`src/rtl/collector_pkg.sv`:
```
// Shared definitions for the serial-to-parallel collector: FSM encoding,
// legal width range and the width-to-counter-size helper.
package collector_pkg;

  typedef enum logic [1:0] {
    IDLE  = 2'd0,
    SHIFT = 2'd1,
    FULL  = 2'd2
  } state_t;

  localparam int W_MIN = 2;
  localparam int W_MAX = 16;

  // The bit counter must hold 0..W-1 while collecting; log2(W)+1 bits
  // also leaves room to represent W itself.
  function automatic int cnt_width(input int w);
    return $clog2(w) + 1;
  endfunction

endpackage

```
`src/rtl/collector_shreg.sv`:
```
// W-bit right-shift register, serial data enters at the MSB.
// nxt exposes the value the register takes on an enabled shift, so the
// controller can capture a completed word on the same edge as the last bit.
module collector_shreg #(
  parameter int W = 8
) (
  input  logic         clk,
  input  logic         rstn,
  input  logic         en,
  input  logic         clr,
  input  logic         sin,
  output logic [W-1:0] d,
  output logic [W-1:0] nxt
);

  // Next value on an enabled shift: new bit in at the top, older bits move down.
  always_comb begin
    nxt = {sin, d[W-1:1]};
  end

  // Register update; clear beats shift so a completed or aborted word starts clean.
  always_ff @(posedge clk) begin
    if (!rstn) begin
      d <= '0;
    end else if (clr) begin
      d <= '0;
    end else if (en) begin
      d <= nxt;
    end
  end

endmodule

```
`src/rtl/shift_collector.sv`:
```
// Serial-to-parallel word collector with consumer handshake.
// Bits arrive LSB first on sis while ebl=1; after W bits the word is
// presented on Q with vld until ack. Bits arriving while a word waits are
// dropped and flagged on the sticky ovf.
//
//  state | meaning
//  IDLE  | no bits of the current word collected yet
//  SHIFT | partial word in progress (cnt = bits collected so far)
//  FULL  | complete word on Q, vld=1, waiting for ack
module shift_collector
  import collector_pkg::*;
#(
  parameter int W = 8,
  localparam int CW = cnt_width(W)
) (
  input  logic          clk,
  input  logic          rstn,
  input  logic          sis,
  input  logic          ebl,
  input  logic          abt,
  input  logic          ack,
  output logic [W-1:0]  Q,
  output logic          vld,
  output logic          ovf,
  output logic [CW-1:0] cnt
);

  localparam logic [CW-1:0] CNT_LAST = CW'(W - 1);
  localparam logic [CW-1:0] CNT_ONE  = CW'(1);

  if (W < W_MIN || W > W_MAX) begin : g_bad_width
    $error("shift_collector: W out of range 2..16");
  end

  state_t       state;
  logic         shift_en;
  logic         clr_en;
  logic [W-1:0] sr_d;
  logic [W-1:0] sr_nxt;

  collector_shreg #(.W(W)) u_shreg (
    .clk  (clk),
    .rstn (rstn),
    .en   (shift_en),
    .clr  (clr_en),
    .sin  (sis),
    .d    (sr_d),
    .nxt  (sr_nxt)
  );

  // Datapath control: when to shift a bit in and when to wipe the register.
  // In FULL the register is already clear (wiped on entry), so a bit taken
  // together with ack becomes bit 0 of the next word after W-1 more shifts.
  always_comb begin
    shift_en = 1'b0;
    clr_en   = 1'b0;
    case (state)
      IDLE, SHIFT: begin
        if (abt) begin
          clr_en = 1'b1;
        end else if (ebl) begin
          shift_en = 1'b1;
          if (cnt == CNT_LAST) begin
            clr_en = 1'b1;
          end
        end
      end
      FULL: begin
        shift_en = ack & ebl;
      end
      default: begin
        clr_en = 1'b1;
      end
    endcase
  end

  // Collection FSM with registered outputs: state, bit counter, word, flags.
  always_ff @(posedge clk) begin
    if (!rstn) begin
      state <= IDLE;
      cnt   <= '0;
      Q     <= '0;
      vld   <= 1'b0;
      ovf   <= 1'b0;
    end else begin
      case (state)
        IDLE, SHIFT: begin
          if (abt) begin
            cnt   <= '0;
            state <= IDLE;
          end else if (ebl) begin
            if (cnt == CNT_LAST) begin
              Q     <= sr_nxt;
              vld   <= 1'b1;
              cnt   <= '0;
              state <= FULL;
            end else begin
              cnt   <= cnt + CNT_ONE;
              state <= SHIFT;
            end
          end
        end
        FULL: begin
          // abt is deliberately not looked at here: a finished word is kept.
          if (ack) begin
            vld <= 1'b0;
            if (ebl) begin
              cnt   <= CNT_ONE;
              state <= SHIFT;
            end else begin
              state <= IDLE;
            end
          end else if (ebl) begin
            ovf <= 1'b1;
          end
        end
        default: begin
          cnt   <= '0;
          state <= IDLE;
        end
      endcase
    end
  end

endmodule

```
`config.mk`:
```
export PLATFORM = sky130hd
export DESIGN_NAME = shift_collector
export DESIGN_NICKNAME = d
export VERILOG_FILES = /design/src/rtl/collector_pkg.sv /design/src/rtl/collector_shreg.sv /design/src/rtl/shift_collector.sv
export SDC_FILE = /design/constraint.sdc
export NUM_CORES = 1
export LEC_CHECK = 0
export CORE_MARGIN = 2
export CORE_UTILIZATION = 30
export DETAILED_ROUTE_END_ITERATION = 16
export SETUP_SLACK_MARGIN = 0.05
export SLEW_MARGIN = 10
export SYNTH_ARGS = -nofsm -noshare
export SYNTH_HDL_FRONTEND = slang
export SYNTH_HIERARCHICAL = 1
export SYNTH_SLANG_ARGS = --single-unit
```
`constraint.sdc`:
```
create_clock -name clk -period 1.3 [get_ports clk]
set_clock_uncertainty 0.1 [all_clocks]
set_input_delay 0.26 -clock clk [delete_from_list [all_inputs] [get_ports clk]]
set_output_delay 0.26 -clock clk [all_outputs]
set_load 0.005 [all_outputs]
```
After elaboration in Yosys (flattened, before gate mapping)
Index checks and enable logic that the tools add are counted.

Output and inout port bits: 14. Register bits after elaboration: 24. Bits in read-only memories: 0. Latch bits: 0. Logic and storage cells: 53. Memories: 0. Bits of input ports: 6. RAM bits: 0.

Multiplexer cells: 24. Divide/modulo/power cells: 0. Equality and inequality tests: 9. $mul: 0. Shift operators: 0. Reductions and logical operators: 9. Add/sub/neg operators: 1. Bitwise logic cells: 4. Order comparisons: 0.

Operators with widths (number): 4-bit two-way mux (5); 1-bit two-way mux (10); 2-bit inequality test (second input constant) (5); 2-bit two-way mux (4); 4-bit one-hot mux with 2 select lines (1); 1-bit one-hot mux with 2 select lines (3); 3-bit AND reduction (2); 5-bit AND reduction (1); 4-bit by 1-bit adder with 4-bit output (second input constant) (1); 4-bit by 3-bit == test with 1-bit output (second input constant) (1); 2-bit one-hot mux with 2 select lines (1); 4-bit AND reduction (1); 2-bit OR reduction (2); 3-bit inequality test (second input constant) (1); 1-bit inverter (3); 2-bit by 1-bit == test with 1-bit output (second input constant) (1); 2-bit == test (second input constant) (1); 2-bit zero test (1); 2-bit AND reduction (1); 2-bit nonzero test (1); 1-bit AND (1).

Depth between registers and ports, before layout
Word-level depth: 6. Mapped depth: 7. Mapped depth without buffers: 6.

Modules after synthesis
The synthesis kept the hierarchy.

Modules (own cells, without submodules): shift_collector (times used 1, seq. area each 320.3 µm², area each 738.2 µm², cells an instance 78); collector_shreg (times used 1, seq. area each 160.2 µm², area each 352.8 µm², cells an instance 35).

Least setup slack after synthesis
OpenSTA, ideal clock, no wires.

Path kind: register -> register. From: register state[1]. To: register u_shreg.d[7]. Arrival time: 1.273 ns. Data required time: 1.084 ns. Cell stages (with the launch flop): 7. Slack: -0.189 ns. Period minus slack after synthesis: 1.489 ns. Path through: dfxtp_1 and2b_2 nand2_1 a21boi_0 buf_6 mux2i_1 nor2_1.

RTL lines: start: declaration (line shift_collector.sv:35) `state_t state;`; start signal: assignment (line shift_collector.sv:80) `state <= IDLE;`; start signal: assignment (line shift_collector.sv:90) `state <= IDLE;`; start signal: assignment (line shift_collector.sv:96) `state <= FULL;`; 2-bit by 1-bit == test with 1-bit output or 2-bit zero test (tied branches) (line shift_collector.sv:57) `case (state)`; 2-bit OR reduction (line shift_collector.sv:57); 1-bit one-hot mux with 2 select lines * (line shift_collector.sv:57); net shift_en (line shift_collector.sv:36) `logic shift_en;`; end signal: assignment (line collector_shreg.sv:28) `d <= nxt;`; end: declaration (line collector_shreg.sv:12) `output logic [W-1:0] d,`.

Mark *: on every way through the listed nets, which the timed path passes. The rest lies on a longest branch. A chain may end at the register's enable or synchronous reset.

Final worst setup path
From: register cnt[0]. To: register Q[1].

Cells in the longest elaborated chain, start to end: 2.

RTL lines: start: declaration (line shift_collector.sv:25) `output logic [CW-1:0] cnt`; start signal: assignment (line shift_collector.sv:98) `cnt <= cnt + CNT_ONE;`; 4-bit by 3-bit == test with 1-bit output (line shift_collector.sv:92) `if (cnt == CNT_LAST) begin`; 4-bit AND reduction (no source line); end signal: assignment (line shift_collector.sv:93) `Q <= sr_nxt;`; end: declaration (line shift_collector.sv:22) `output logic [W-1:0] Q,`.

Every way passes these cells.

==> results_dict.tcl <==
set metrics [dict create \
    drv_cap 0 \
    via_count 884 \
    fin_nets 158 \
    viasPerCell 4.510 \
    cp.buffers_inverters 2 \
    yosysWarnings 6 \
    max_slew.worst_pin.slew_ns 0.3934 \
    grtUsageTotal_pct 12.23 \
    ir_drop_mv 0.6269 \
    cpPeakStageDelay_ns 0.36 \
    drc 0 \
    rsz0062_at_grt "true" \
    wl_met1_microns 1046 \
    clockBufferDepth 2 \
    clock_latency_ns 0.31 \
    finalHoldViolCount 0 \
    io_pins 20 \
    antenna_left 0 \
    power.density_nw_per_um2 772.8 \
    stdcell_count 196 \
    start_util_pct 31.44 \
    h-tree-depth 1 \
    pre_cts_slack_ns -0.4689 \
    post-route-period-util_pct 116.1 \
    cts_inserted_buffers 3 \
    layout_min_cycle_time_ns 1.510 \
    violations "negative setup slack" \
    synth.avg_cell_area_sq_um 9.611 \
    io_buffers 19 \
    cts_tree "done" \
    die_area_sq_um 4015 \
    holdBufCountCts 0 \
    route.met2.wl_microns 1254 \
    drtPass1Iterations 2 \
    dr.max_layer_used "met4" \
    core_area_sq_um 3363 \
    fp.dieH_microns 63.37 \
    overflow 0 \
    root_buffer "clkbuf_4" \
    crit_type "reg -> reg" \
    mostFrequentLayoutCells "buf_4, dfxtp_2, mux2i_1, buf_6" \
    drive_gt1_share_pct 56.67 \
    crit_path_max_fanout 4 \
    worst_path_most_repeated_cell "buf_6" \
    setup_violations 22 \
    slew_headroom_pct 73.69 \
    endpoint_kind "register" \
    place_inst 182 \
    fmax_mhz 662.4 \
    syn_area_sq_um 1057 \
    crit_slowest_cell "dfxtp_4" \
    die_w_microns 63.37 \
    hpwl_microns 1647 \
    place.gp.congestion 0.8149 \
    grt_pass1_wl_microns 3829 \
    layout_commonest_cell "buf_4" \
    wl_met3_microns 92 \
    drtIter0Drc 3 \
    wl_per_cell_microns 12.36 \
    drt_wl_total_microns 2422 \
    path_delay_family "simple AND/OR/NAND/NOR gates" \
    hold_class "reg -> reg" \
    clock_sinks 23 \
    syn_nets 117 \
    arrival_ns 1.62 \
    num_rows 21 \
    leakage_uw 0.0006946 \
    fin_ws_ns -0.2096 \
    first_global_vias 848 \
    grt_max_degree 14 \
    drv_slew 0 \
    startpoint_type "register" \
    critPathRequiredTime_ns 1.41 \
    synthCells 110 \
    status "finished, violations left" \
    worstPathCellList "buf_6, ha_4, and3b_2, nand3_2, buf_6, mux2i_1, nor2b_1" \
    insertedDiodeCount 0 \
    area_growth_pct 48.99 \
    clk_pin_slew_ns 0.13 \
    antenna_found_initial 0 \
]
-- metal layers --
metal,vias to the layer above,GRT usage [%]
met5,-,0
met4,0,4.891
met2,11,21.58
li1,443,-
met1,428,13.81
met3,2,3.393
-- worst paths after layout --
kind          start  depth (start not counted)  endpoint  slack [ns]
min             vld                          2       vld        0.38
max          cnt[0]                          7      Q[1]       -0.21
max reg2reg  cnt[0]                          7      Q[1]       -0.21
min reg2reg     vld                          2       vld        0.38
-- metrics by stage --
stage	hold slack (ns)	area [sq um]	TNS [ns]	util (%)	total power [uW]
floorplan	0.3072	1085	-0.7874	-	797.9
global placement	0.3506	1388	-9.118	41.26	856.8
detailed placement	0.3738	1388	-9.373	41.26	859.9
CTS	0.3875	1516	-3.148	45.09	1203
global route	0.3930	1575	-4.801	46.84	1281
finish	0.3843	1575	-3.602	46.84	1217
-- registers in the layout, summed over array words and instances, names as in the netlist --
name,cells
u_shreg/d,7
cnt,4
ovf,1
Q,8
vld,1
state,2
-- where the power goes --
| group | switching (uW) | internal [uW] | total [uW] |
|---|---|---|---|
| Sequential | 5.08 | 710 | 715 |
| Clock | 214 | 115 | 329 |
| Combinational | 75.4 | 97.5 | 173 |
-- worst register-to-register path: cells and delay by family, from the launching register on --
family / cells / cell delay, ns
flops: 1 / 0.36
buf+inv: 2 / 0.24
mux: 1 / 0.18
simple gates: 3 / 0.38
fa+ha+maj: 1 / 0.15
-- timing repair --
action / in CTS / in global routing
setup buffers: 6 / 4
pin swaps: 7 / 5
resized for setup: 62 / 30
hold endpoints to repair: 0 / 0
endpoints found under the setup margin: 36 / 35
gates cloned: 0 / 0
-- cell type report --
class,instances,area (sq um)
fillers,331,1788
clock buffers,3,22.52
flip-flops and latches,23,485.5
multi-input cells,74,598.1
well taps,46,57.56
repair buffers,49,406.6
clock inverters,1,5.005
Power figures use the tool's default switching activity.
